$ cat config.mk
export PLATFORM = sky130hd
export DESIGN_NAME = m_dram_word_ctrl
export DESIGN_NICKNAME = d
export VERILOG_FILES = /design/src/rtl/m_dram_word_ctrl.sv
export SDC_FILE = /design/constraint.sdc
export NUM_CORES = 1
export LEC_CHECK = 0
export BUFFER_PORTS_ARGS = -buffer_cell sky130_fd_sc_hd__buf_2
export CAP_MARGIN = 0
export CORE_AREA = 2 2 187 189
export DETAILED_ROUTE_END_ITERATION = 8
export DIE_AREA = 0 0 189 191
export MAX_ROUTING_LAYER = met4
export SLEW_MARGIN = 30
export SYNTH_ARGS = -nofsm -noshare
export SYNTH_HDL_FRONTEND = slang
export SYNTH_SLANG_ARGS = --single-unit
$ cat constraint.sdc
create_clock -name ui_clk -period 5.3 [get_ports ui_clk]
set_input_delay 0.265 -clock ui_clk [delete_from_list [all_inputs] [get_ports ui_clk]]
set_output_delay 0.265 -clock ui_clk [all_outputs]
set_load 0.005 [all_outputs]
$ cat src/rtl/m_dram_word_ctrl.sv
// 32-bit word front end for a 128-bit DDR user interface: one outstanding
// read or write, write lanes selected by byte mask, reads time out after RD_TIMEOUT.
//
// state   | meaning
// S_IDLE  | ready for a request once calibration is complete
// S_WRITE | write command and write data handshakes in flight
// S_RCMD  | read command presented, waiting for app_rdy
// S_RWAIT | waiting for read data or timeout
module m_dram_word_ctrl #(
    parameter int unsigned RD_TIMEOUT = 1024
) (
    input  logic          ui_clk,
    input  logic          ui_clk_sync_rst,
    input  logic          i_req_valid,
    output logic          o_req_ready,
    input  logic          i_req_we,
    input  logic [27:0]   i_req_addr,
    input  logic [31:0]   i_req_wdata,
    input  logic [3:0]    i_req_be,
    output logic          o_rvalid,
    output logic [31:0]   o_rdata,
    output logic          o_rerr,
    output logic [31:0]   o_rd_cnt,
    output logic [31:0]   o_wr_cnt,
    output logic [27:0]   app_addr,
    output logic [2:0]    app_cmd,
    output logic          app_en,
    input  logic          app_rdy,
    output logic [127:0]  app_wdf_data,
    output logic [15:0]   app_wdf_mask,
    output logic          app_wdf_wren,
    output logic          app_wdf_end,
    input  logic          app_wdf_rdy,
    input  logic [127:0]  app_rd_data,
    input  logic          app_rd_data_valid,
    input  logic          app_rd_data_end,
    input  logic          init_calib_complete,
    output logic          app_sr_req,
    output logic          app_ref_req,
    output logic          app_zq_req
);

    typedef enum logic [1:0] {S_IDLE, S_WRITE, S_RCMD, S_RWAIT} state_t;

    localparam logic [31:0] TMO_LAST = 32'(RD_TIMEOUT - 1);
    localparam logic [2:0]  CMD_WR   = 3'b000;
    localparam logic [2:0]  CMD_RD   = 3'b001;

    state_t         state_q, state_d;
    logic [27:0]    app_addr_q, app_addr_d;
    logic [2:0]     app_cmd_q, app_cmd_d;
    logic           app_en_q, app_en_d;
    logic [127:0]   wdf_data_q, wdf_data_d;
    logic [15:0]    wdf_mask_q, wdf_mask_d;
    logic           wdf_wren_q, wdf_wren_d;
    logic           wdf_end_q, wdf_end_d;
    logic           cmd_done_q, cmd_done_d;
    logic           wdf_done_q, wdf_done_d;
    logic [1:0]     sel_q, sel_d;
    logic [31:0]    tmo_q, tmo_d;
    logic           rvalid_q, rvalid_d;
    logic [31:0]    rdata_q, rdata_d;
    logic           rerr_q, rerr_d;
    logic [31:0]    rd_cnt_q, rd_cnt_d;
    logic [31:0]    wr_cnt_q, wr_cnt_d;
    logic           accept;
    logic           tmo_hit;
    logic           unused_inputs;

    assign o_req_ready   = (state_q == S_IDLE) && init_calib_complete;
    assign accept        = i_req_valid && o_req_ready;
    assign tmo_hit       = (tmo_q == TMO_LAST);
    assign unused_inputs = ^{app_rd_data_end, i_req_addr[1:0]};

    always_ff @(posedge ui_clk) begin
        if (ui_clk_sync_rst) begin
            state_q    <= S_IDLE;
            app_addr_q <= '0;
            app_cmd_q  <= '0;
            app_en_q   <= 1'b0;
            wdf_data_q <= '0;
            wdf_mask_q <= 16'hFFFF;
            wdf_wren_q <= 1'b0;
            wdf_end_q  <= 1'b0;
            cmd_done_q <= 1'b0;
            wdf_done_q <= 1'b0;
            sel_q      <= '0;
            tmo_q      <= '0;
            rvalid_q   <= 1'b0;
            rdata_q    <= '0;
            rerr_q     <= 1'b0;
            rd_cnt_q   <= '0;
            wr_cnt_q   <= '0;
        end else begin
            state_q    <= state_d;
            app_addr_q <= app_addr_d;
            app_cmd_q  <= app_cmd_d;
            app_en_q   <= app_en_d;
            wdf_data_q <= wdf_data_d;
            wdf_mask_q <= wdf_mask_d;
            wdf_wren_q <= wdf_wren_d;
            wdf_end_q  <= wdf_end_d;
            cmd_done_q <= cmd_done_d;
            wdf_done_q <= wdf_done_d;
            sel_q      <= sel_d;
            tmo_q      <= tmo_d;
            rvalid_q   <= rvalid_d;
            rdata_q    <= rdata_d;
            rerr_q     <= rerr_d;
            rd_cnt_q   <= rd_cnt_d;
            wr_cnt_q   <= wr_cnt_d;
        end
    end

    always_comb begin
        state_d = state_q;
        case (state_q)
            S_IDLE:  if (accept) state_d = i_req_we ? S_WRITE : S_RCMD;
            S_WRITE: if (cmd_done_q && wdf_done_q) state_d = S_IDLE;
            S_RCMD:  if (app_rdy) state_d = S_RWAIT;
            S_RWAIT: if (app_rd_data_valid || tmo_hit) state_d = S_IDLE;
            default: state_d = S_IDLE;
        endcase
    end

    always_comb begin
        app_addr_d = app_addr_q;
        app_cmd_d  = app_cmd_q;
        app_en_d   = app_en_q;
        wdf_data_d = wdf_data_q;
        wdf_mask_d = wdf_mask_q;
        wdf_wren_d = wdf_wren_q;
        wdf_end_d  = wdf_end_q;
        cmd_done_d = cmd_done_q;
        wdf_done_d = wdf_done_q;
        sel_d      = sel_q;
        tmo_d      = tmo_q;
        rvalid_d   = 1'b0;
        rdata_d    = rdata_q;
        rerr_d     = 1'b0;
        rd_cnt_d   = rd_cnt_q;
        wr_cnt_d   = wr_cnt_q;
        case (state_q)
            S_IDLE: begin
                if (accept) begin
                    app_addr_d = {1'b0, i_req_addr[27:4], 3'b000};
                    app_cmd_d  = i_req_we ? CMD_WR : CMD_RD;
                    app_en_d   = 1'b1;
                    sel_d      = i_req_addr[3:2];
                    cmd_done_d = 1'b0;
                    wdf_done_d = 1'b0;
                    if (i_req_we) begin
                        wdf_data_d = {4{i_req_wdata}};
                        wdf_mask_d = 16'hFFFF;
                        wdf_mask_d[{i_req_addr[3:2], 2'b00} +: 4] = ~i_req_be;
                        wdf_wren_d = 1'b1;
                        wdf_end_d  = 1'b1;
                    end
                end
            end
            S_WRITE: begin
                // Command and data channels finish independently, in either order.
                if (app_en_q && app_rdy) begin
                    app_en_d   = 1'b0;
                    cmd_done_d = 1'b1;
                end
                if (wdf_wren_q && app_wdf_rdy) begin
                    wdf_wren_d = 1'b0;
                    wdf_end_d  = 1'b0;
                    wdf_done_d = 1'b1;
                end
                if (cmd_done_q && wdf_done_q) begin
                    cmd_done_d = 1'b0;
                    wdf_done_d = 1'b0;
                    wr_cnt_d   = wr_cnt_q + 32'd1;
                end
            end
            S_RCMD: begin
                if (app_rdy) begin
                    app_en_d = 1'b0;
                    tmo_d    = '0;
                end
            end
            S_RWAIT: begin
                if (app_rd_data_valid) begin
                    rvalid_d = 1'b1;
                    rdata_d  = app_rd_data[{sel_q, 5'b00000} +: 32];
                    rd_cnt_d = rd_cnt_q + 32'd1;
                end else if (tmo_hit) begin
                    rvalid_d = 1'b1;
                    rerr_d   = 1'b1;
                    rdata_d  = '0;
                end else begin
                    tmo_d = tmo_q + 32'd1;
                end
            end
            default: ;
        endcase
    end

    assign app_addr     = app_addr_q;
    assign app_cmd      = app_cmd_q;
    assign app_en       = app_en_q;
    assign app_wdf_data = wdf_data_q;
    assign app_wdf_mask = wdf_mask_q;
    assign app_wdf_wren = wdf_wren_q;
    assign app_wdf_end  = wdf_end_q;
    assign o_rvalid     = rvalid_q;
    assign o_rdata      = rdata_q;
    assign o_rerr       = rerr_q;
    assign o_rd_cnt     = rd_cnt_q;
    assign o_wr_cnt     = wr_cnt_q;
    assign app_sr_req   = 1'b0;
    assign app_ref_req  = 1'b0;
    assign app_zq_req   = 1'b0;

endmodule

==> results of run 1 <==
-- worst max-delay path: cells and delay by family, from the launching register on --
kind	cells	cell delay, ns
buf+inv	1	0.19
fa+ha+maj	1	0.39
compound gates	4	1.95
flops	1	0.38
-- cell usage after synthesis, types with 12 or more instances --
| master | count |
|---|---|
| buf_4 | 106 |
| and3_1 | 13 |
| clkbuf_1 | 52 |
| nand4_1 | 25 |
| mux4_2 | 32 |
| a21oi_1 | 75 |
| inv_1 | 16 |
| and4_1 | 12 |
| dfxtp_1 | 211 |
| nand2_1 | 164 |
| o211ai_1 | 21 |
| nor4_1 | 12 |
| a22o_1 | 33 |
| xnor2_1 | 19 |
| nand2b_1 | 17 |
| o21ai_0 | 52 |
| a31oi_1 | 12 |
| nand3_1 | 36 |
| xor2_1 | 43 |
| nor2_1 | 97 |
| ha_1 | 13 |
-- kinds of logic after synthesis --
| logic type | Yosys count | synth area share |
|---|---|---|
| buffers and inverters | 184 | 0.111 |
| other | 1 | 0.000372 |
| xor gates and xnor gates | 62 | 0.0539 |
| muxes | 36 | 0.0758 |
| adders and majority gates | 13 | 0.0161 |
| AOI/OAI and AO/OA | 222 | 0.137 |
| and+or+nand+nor | 407 | 0.187 |
| DFF | 211 | 0.419 |
-- power groups by stage --
stage / Clock (mW) / Sequential, mW / Combinational [mW]
6_report: 1.88 / 1.67 / 0.505
5_1_grt: 1.99 / 1.68 / 0.554
4_1_cts: 1.93 / 1.67 / 0.510
3_5_place_dp: 0 / 1.71 / 0.473
3_3_place_gp: 0 / 1.70 / 0.467
2_1_floorplan: 0 / 1.70 / 0.299
-- sequential cells by signal, indices dropped and copies added (netlist names) --
signal	flops
o_rvalid	1
o_rd_cnt	32
app_wdf_mask	16
app_wdf_end	1
app_cmd	1
app_en	1
o_rerr	1
app_addr	24
o_wr_cnt	32
sel_q	2
tmo_q	32
wdf_done_q	1
o_rdata	32
state_q	2
app_wdf_data	32
cmd_done_q	1
-- how the worst min path moves through the flow --
stage                              start            to  slack, ns  depth (start not counted)
after floorplan           i_req_addr[11]  app_addr[10]       0.40                          2
after global placement      app_addr[17]  app_addr[17]       0.44                          2
after detailed placement        sel_q[0]      sel_q[0]       0.45                          2
after CTS                 i_req_addr[25]  app_addr[24]      0.001                          3
after global routing      i_req_addr[25]  app_addr[24]       0.02                          3
final                     i_req_addr[25]  app_addr[24]       0.03                          3
-- metrics by stage --
step            util  worst slack (ns)
6_report       0.396              2.29
4_1_cts        0.395              2.37
2_1_floorplan      -              2.93
5_1_grt        0.396              2.14
3_5_place_dp   0.353              2.38
3_3_place_gp   0.353              2.34
-- layer usage --
layer  vias to the layer above  wire length, microns  part of all wire
met2                       327                 17500              0.50
met5                         -                     0                 0
met1                      4580                 14800              0.42
li1                       4661                     -                 -
met4                         0                   923             0.026
met3                        56                  2020             0.057
-- area by class of cell --
type / instances / area, sq um / area share
multi-input cells: 749 / 4800 / 0.355
diodes: 3 / 7.51 / 0.000556
inverters: 16 / 60.1 / 0.00444
clock inverters: 12 / 218 / 0.0161
flip-flops and latches: 211 / 4230 / 0.313
clock buffers: 31 / 678 / 0.0502
repair buffers: 531 / 2960 / 0.219
well taps: 455 / 569 / 0.0421
-- what timing repair did --
item	in CTS	in global routing
gates resized for setup	0	0
buffers inserted	0	0
endpoints found under the hold margin	54	0
hold buffers	54	0
==> impl_metrics.ini, run 1 <==
[sta]
finalCritPeriodShare = 0.569
report.final.hold_viol_count = 0
finalClockSkew_ns = 0.0105
fmax_mhz = 332
whs_ns = 0.0284
rsz0062_at_grt = false
setup_viol_count_final = 0
post-route-min-period_ns = 3.01
timing.final.max_slew_violations = 0
relSlewSlack = 0.386
tightest_slew_ns = 0.912
fin_setup_tns_ns = 0

[synthesis]
synth-edff-count = 0
synth_flop_cell = dfxtp_1
synth_top_cell_by_area = dfxtp_1
synth_cell_types = 46
async_reset_ff_frac = 0
synth-seq-area-share = 0.419
synth-seq-cells = 211
synth_top_area_share = 0.419
synth_warnings = 0
netlist_instances = 1136
synth_area_leaders = dfxtp_1 (42%), buf_4 (7.9%), mux4_2 (7.2%)
avgSynthCellArea_sq_um = 8.87
syn_area_sq_um = 10100

[setup_path]
critical_path.startpoint = state_q[0]
r2r_end = tmo_q[31]
rrSetupSlack_ns = 2.29
slowest_stage = o31a_1
critPathMaxFanout = 24
crit_path_cell_trace = ha_1 > inv_1 > a31oi_1 > o31a_1 > o21ai_0 > o31ai_1
path_class = reg -> reg
rr_startpoint = state_q[0]
cp.arrival_ns = 3.44
crit_required_ns = 5.73
ff2ff_path_depth = 6
cp-end-kind = flop
crit_end = tmo_q[31]
critPathLaunchType = flop
max_stage_delay_ns = 0.86

[global_routing]
grt_antenna_before_repair = 5
top_usage_layer = met2
track_usage = 0.185
grt_pass1_vias = 8831
grt_overflow_total = 0
met3_usage = 0.0323
grt_max_degree = 97
use_met1 = 0.223
grt_pass1_wl_microns = 51200
met2_usage = 0.313

[final_layout]
syn_to_final_growth_pct = 34.1
drive_above_1_share = 0.366
finalNonFillerCells = 2008
final_cell_mix = buf_2 (467), dfxtp_1 (210), nand2_1 (163)
mostFrequentLayoutCell = buf_2
final_area_sq_um = 13500
final_nets = 1748
fillCellCount = 3458

[power]
power_density_nw_per_um2 = 300
seq_power_share = 0.412
internal-power_mw = 3.06
p_total_mw = 4.06
leakagePower_nw = 6.03
combPwrFrac = 0.125
max-vdd-ir-drop_mv = 0.219
switchingPower_mw = 0.998
clockPowerShare = 0.463
power_switching_share = 0.246

[floorplan]
fp.dieH_microns = 191
num_rows = 68
die_area_sq_um = 36100
die_w_microns = 189
ios = 481
initial_core_util = 0.295
core_sq_um = 34100

[clocking]
cts_buffer_depth = 3
htreeDepth = 1
numCtsBuffers = 25
cts_tree = yes
clock_latency_ns = 0.53
path_clk_slew_ns = 0.06
cts_num_sinks = 211
root_buffer = clkbuf_16

[placement]
io_buffers = 468
dp_hpwl_microns = 26000
dp_cells = 1908
routabilityCongestion = 0.899
place_area_sq_um = 12100

[routing]
ant_nets = 0
via_per_inst = 4.79
vias = 9624
wl_per_cell_microns = 17.5
initialDrtViolationCount = 592
post-route-drc-count = 0
routed_wl_microns = 35200
firstDrtPassIters = 4

[status]
outcome = finished, final reports clean

[hold_path]
hp-class = in -> reg

[run]
drv_cap = 0
Power figures use the tool's default switching activity.
==> inputs of run 2 (changes only) <==
CORE_AREA = 2 2 189 191   (was 2 2 187 189)
DIE_AREA = 0 0 191 193   (was 0 0 189 191)
clock period = 3 ns   (was 5.3 ns; I/O delays follow)
==> run 2 against run 1 <==
Sequential power grew 77%. Routed wire length grew 0.58%. Design area grew 1.2%. Die area grew 2.1%. Core utilization shrank 0.50 points. First-iteration DRC count shrank 3.2%. Total power grew 74%. Via count grew 0.78%. Clock power grew 70%. Largest cell class unchanged.
==> impl_metrics.ini, run 2 (synthesis results as in run 1) <==
[status]
outcome = finished, final reports clean

[global_routing]
grt_overflow_total = 0
grt_antenna_before_repair = 2
track_usage = 0.181
grt_pass1_wl_microns = 50500
grt_pass1_vias = 8673
grt_max_degree = 95

[final_layout]
final_nets = 1772
final_cell_mix = buf_2 (467), dfxtp_1 (210), nand2_1 (164)
drive_above_1_share = 0.365
finalNonFillerCells = 2039
fillCellCount = 3604
syn_to_final_growth_pct = 35.7
mostFrequentLayoutCell = buf_2

[clocking]
clock_latency_ns = 0.52
htreeDepth = 1
post_cts_buffers = 0
cts_num_sinks = 211
cts_tree = yes
numCtsBuffers = 26
cts_resized = 0
path_clk_slew_ns = 0.06
cts_buffer_depth = 3
root_buffer = clkbuf_16

[setup_path]
r2r_end = o_rdata[8]
crit_end = o_rdata[8]
crit_required_ns = 3.41
crit_cells = 6
critical_path.startpoint = tmo_q[17]
ff2ff_path_depth = 6
path_class = reg -> reg
max_stage_delay_ns = 0.55
cp-end-kind = flop
rr_startpoint = tmo_q[17]
slowest_stage = or4_1
cp.arrival_ns = 2.95
critPathMaxFanout = 32
crit_path_cell_trace = or4_1 > or4_4 > nor3_4 > nor2_1 > o21ba_2 > a22o_1
critPathLaunchType = flop
crit_family = simple AND/OR/NAND/NOR gates
cp_num_buf_inv = 0
rrSetupSlack_ns = 0.46

[floorplan]
die_area_sq_um = 36900
ios = 481
initial_core_util = 0.288
core_sq_um = 35000
num_rows = 69
die_w_microns = 191
fp.dieH_microns = 193

[placement]
routabilityCongestion = 0.923
dp_cells = 1928
io_buffers = 468
dp_hpwl_microns = 26300

[power]
leakagePower_nw = 6.14
max-vdd-ir-drop_mv = 0.334
power_density_nw_per_um2 = 518

[sta]
fin_setup_tns_ns = 0
post-route-min-period_ns = 2.54
finalClockSkew_ns = 0.00789
tightest_slew_ns = 0.772
rsz0062_at_grt = false
fmax_mhz = 393
timing.final.max_slew_violations = 0
relSlewSlack = 0.485
finalCritPeriodShare = 0.848
setup_viol_count_final = 0
report.final.hold_viol_count = 0

[routing]
firstDrtPassIters = 4
ant_nets = 0
initialDrtViolationCount = 573
vias = 9699
wl_per_cell_microns = 17.4
post-route-drc-count = 0
via_per_inst = 4.76
routed_wl_microns = 35400

[hold_path]
hp-class = in -> reg
holdPathStages = 4

[run]
drv_cap = 0
[run 2: routing by layer]
| layer | GRT usage | part of all wire | up-vias |
|---|---|---|---|
| met5 | - | 0 | - |
| met4 | 0.0495 | 0.023 | 0 |
| met3 | 0.0273 | 0.060 | 62 |
| met2 | 0.306 | 0.50 | 334 |
| met1 | 0.225 | 0.42 | 4595 |
| li1 | - | - | 4708 |
[run 2: through the flow]
stage / hold WS (ns) / area (sq um) / total power, mW / util / setup slack, ns
2_1_floorplan: 0.286 / 10100 / 3.52 / - / 0.635
3_3_place_gp: 0.393 / 12200 / 3.85 / 0.348 / 0.517
3_5_place_dp: 0.397 / 12200 / 3.86 / 0.348 / 0.474
4_1_cts: 0.00997 / 13700 / 7.16 / 0.391 / 0.472
5_1_grt: 0.0420 / 13700 / 7.37 / 0.391 / 0.341
6_report: 0.0349 / 13700 / 7.08 / 0.391 / 0.457
[run 2: worst min path at each step]
stage	startpoint	to	slack, ns
global route	i_req_be[0]	app_wdf_mask[8]	0.04
global placement	i_req_wdata[16]	app_wdf_data[112]	0.39
floorplan	i_req_addr[11]	app_addr[10]	0.29
finish	i_req_be[1]	app_wdf_mask[9]	0.03
detailed placement	i_req_addr[23]	app_addr[22]	0.40
CTS	i_req_be[1]	app_wdf_mask[9]	0.01
[run 2: where the power goes]
| group | internal, mW | total (mW) | switching, mW | leakage (nW) |
|---|---|---|---|---|
| combinational | 0.436 | 0.925 | 0.489 | 4.00 |
| sequential | 2.88 | 2.95 | 0.0754 | 1.71 |
| clock | 1.96 | 3.20 | 1.24 | 0.435 |
[run 2: timing repair]
item / 4_1_cts / 5_1_grt
endpoints found under the setup margin: 0 / 0
hold buffers: 63 / 0
endpoints found under the hold margin: 64 / 0
[run 2: worst min-delay path, delay by kind of cell]
family	cells	cell delay, ns
compound gates	2	0.17
buf+inv	1	0.14
simple gates	1	0.05
[run 2: layout make-up]
cell class              instances  area, sq um  share of cell area
clock inverters                 8          101             0.00741
repair buffers                554         3150               0.231
inverters                      16         60.1             0.00439
diodes                          2         5.00            0.000366
multi-input cells             749         4770               0.349
well taps                     461          577              0.0422
clock buffers                  38          777              0.0568
flip-flops and latches        211         4230               0.309
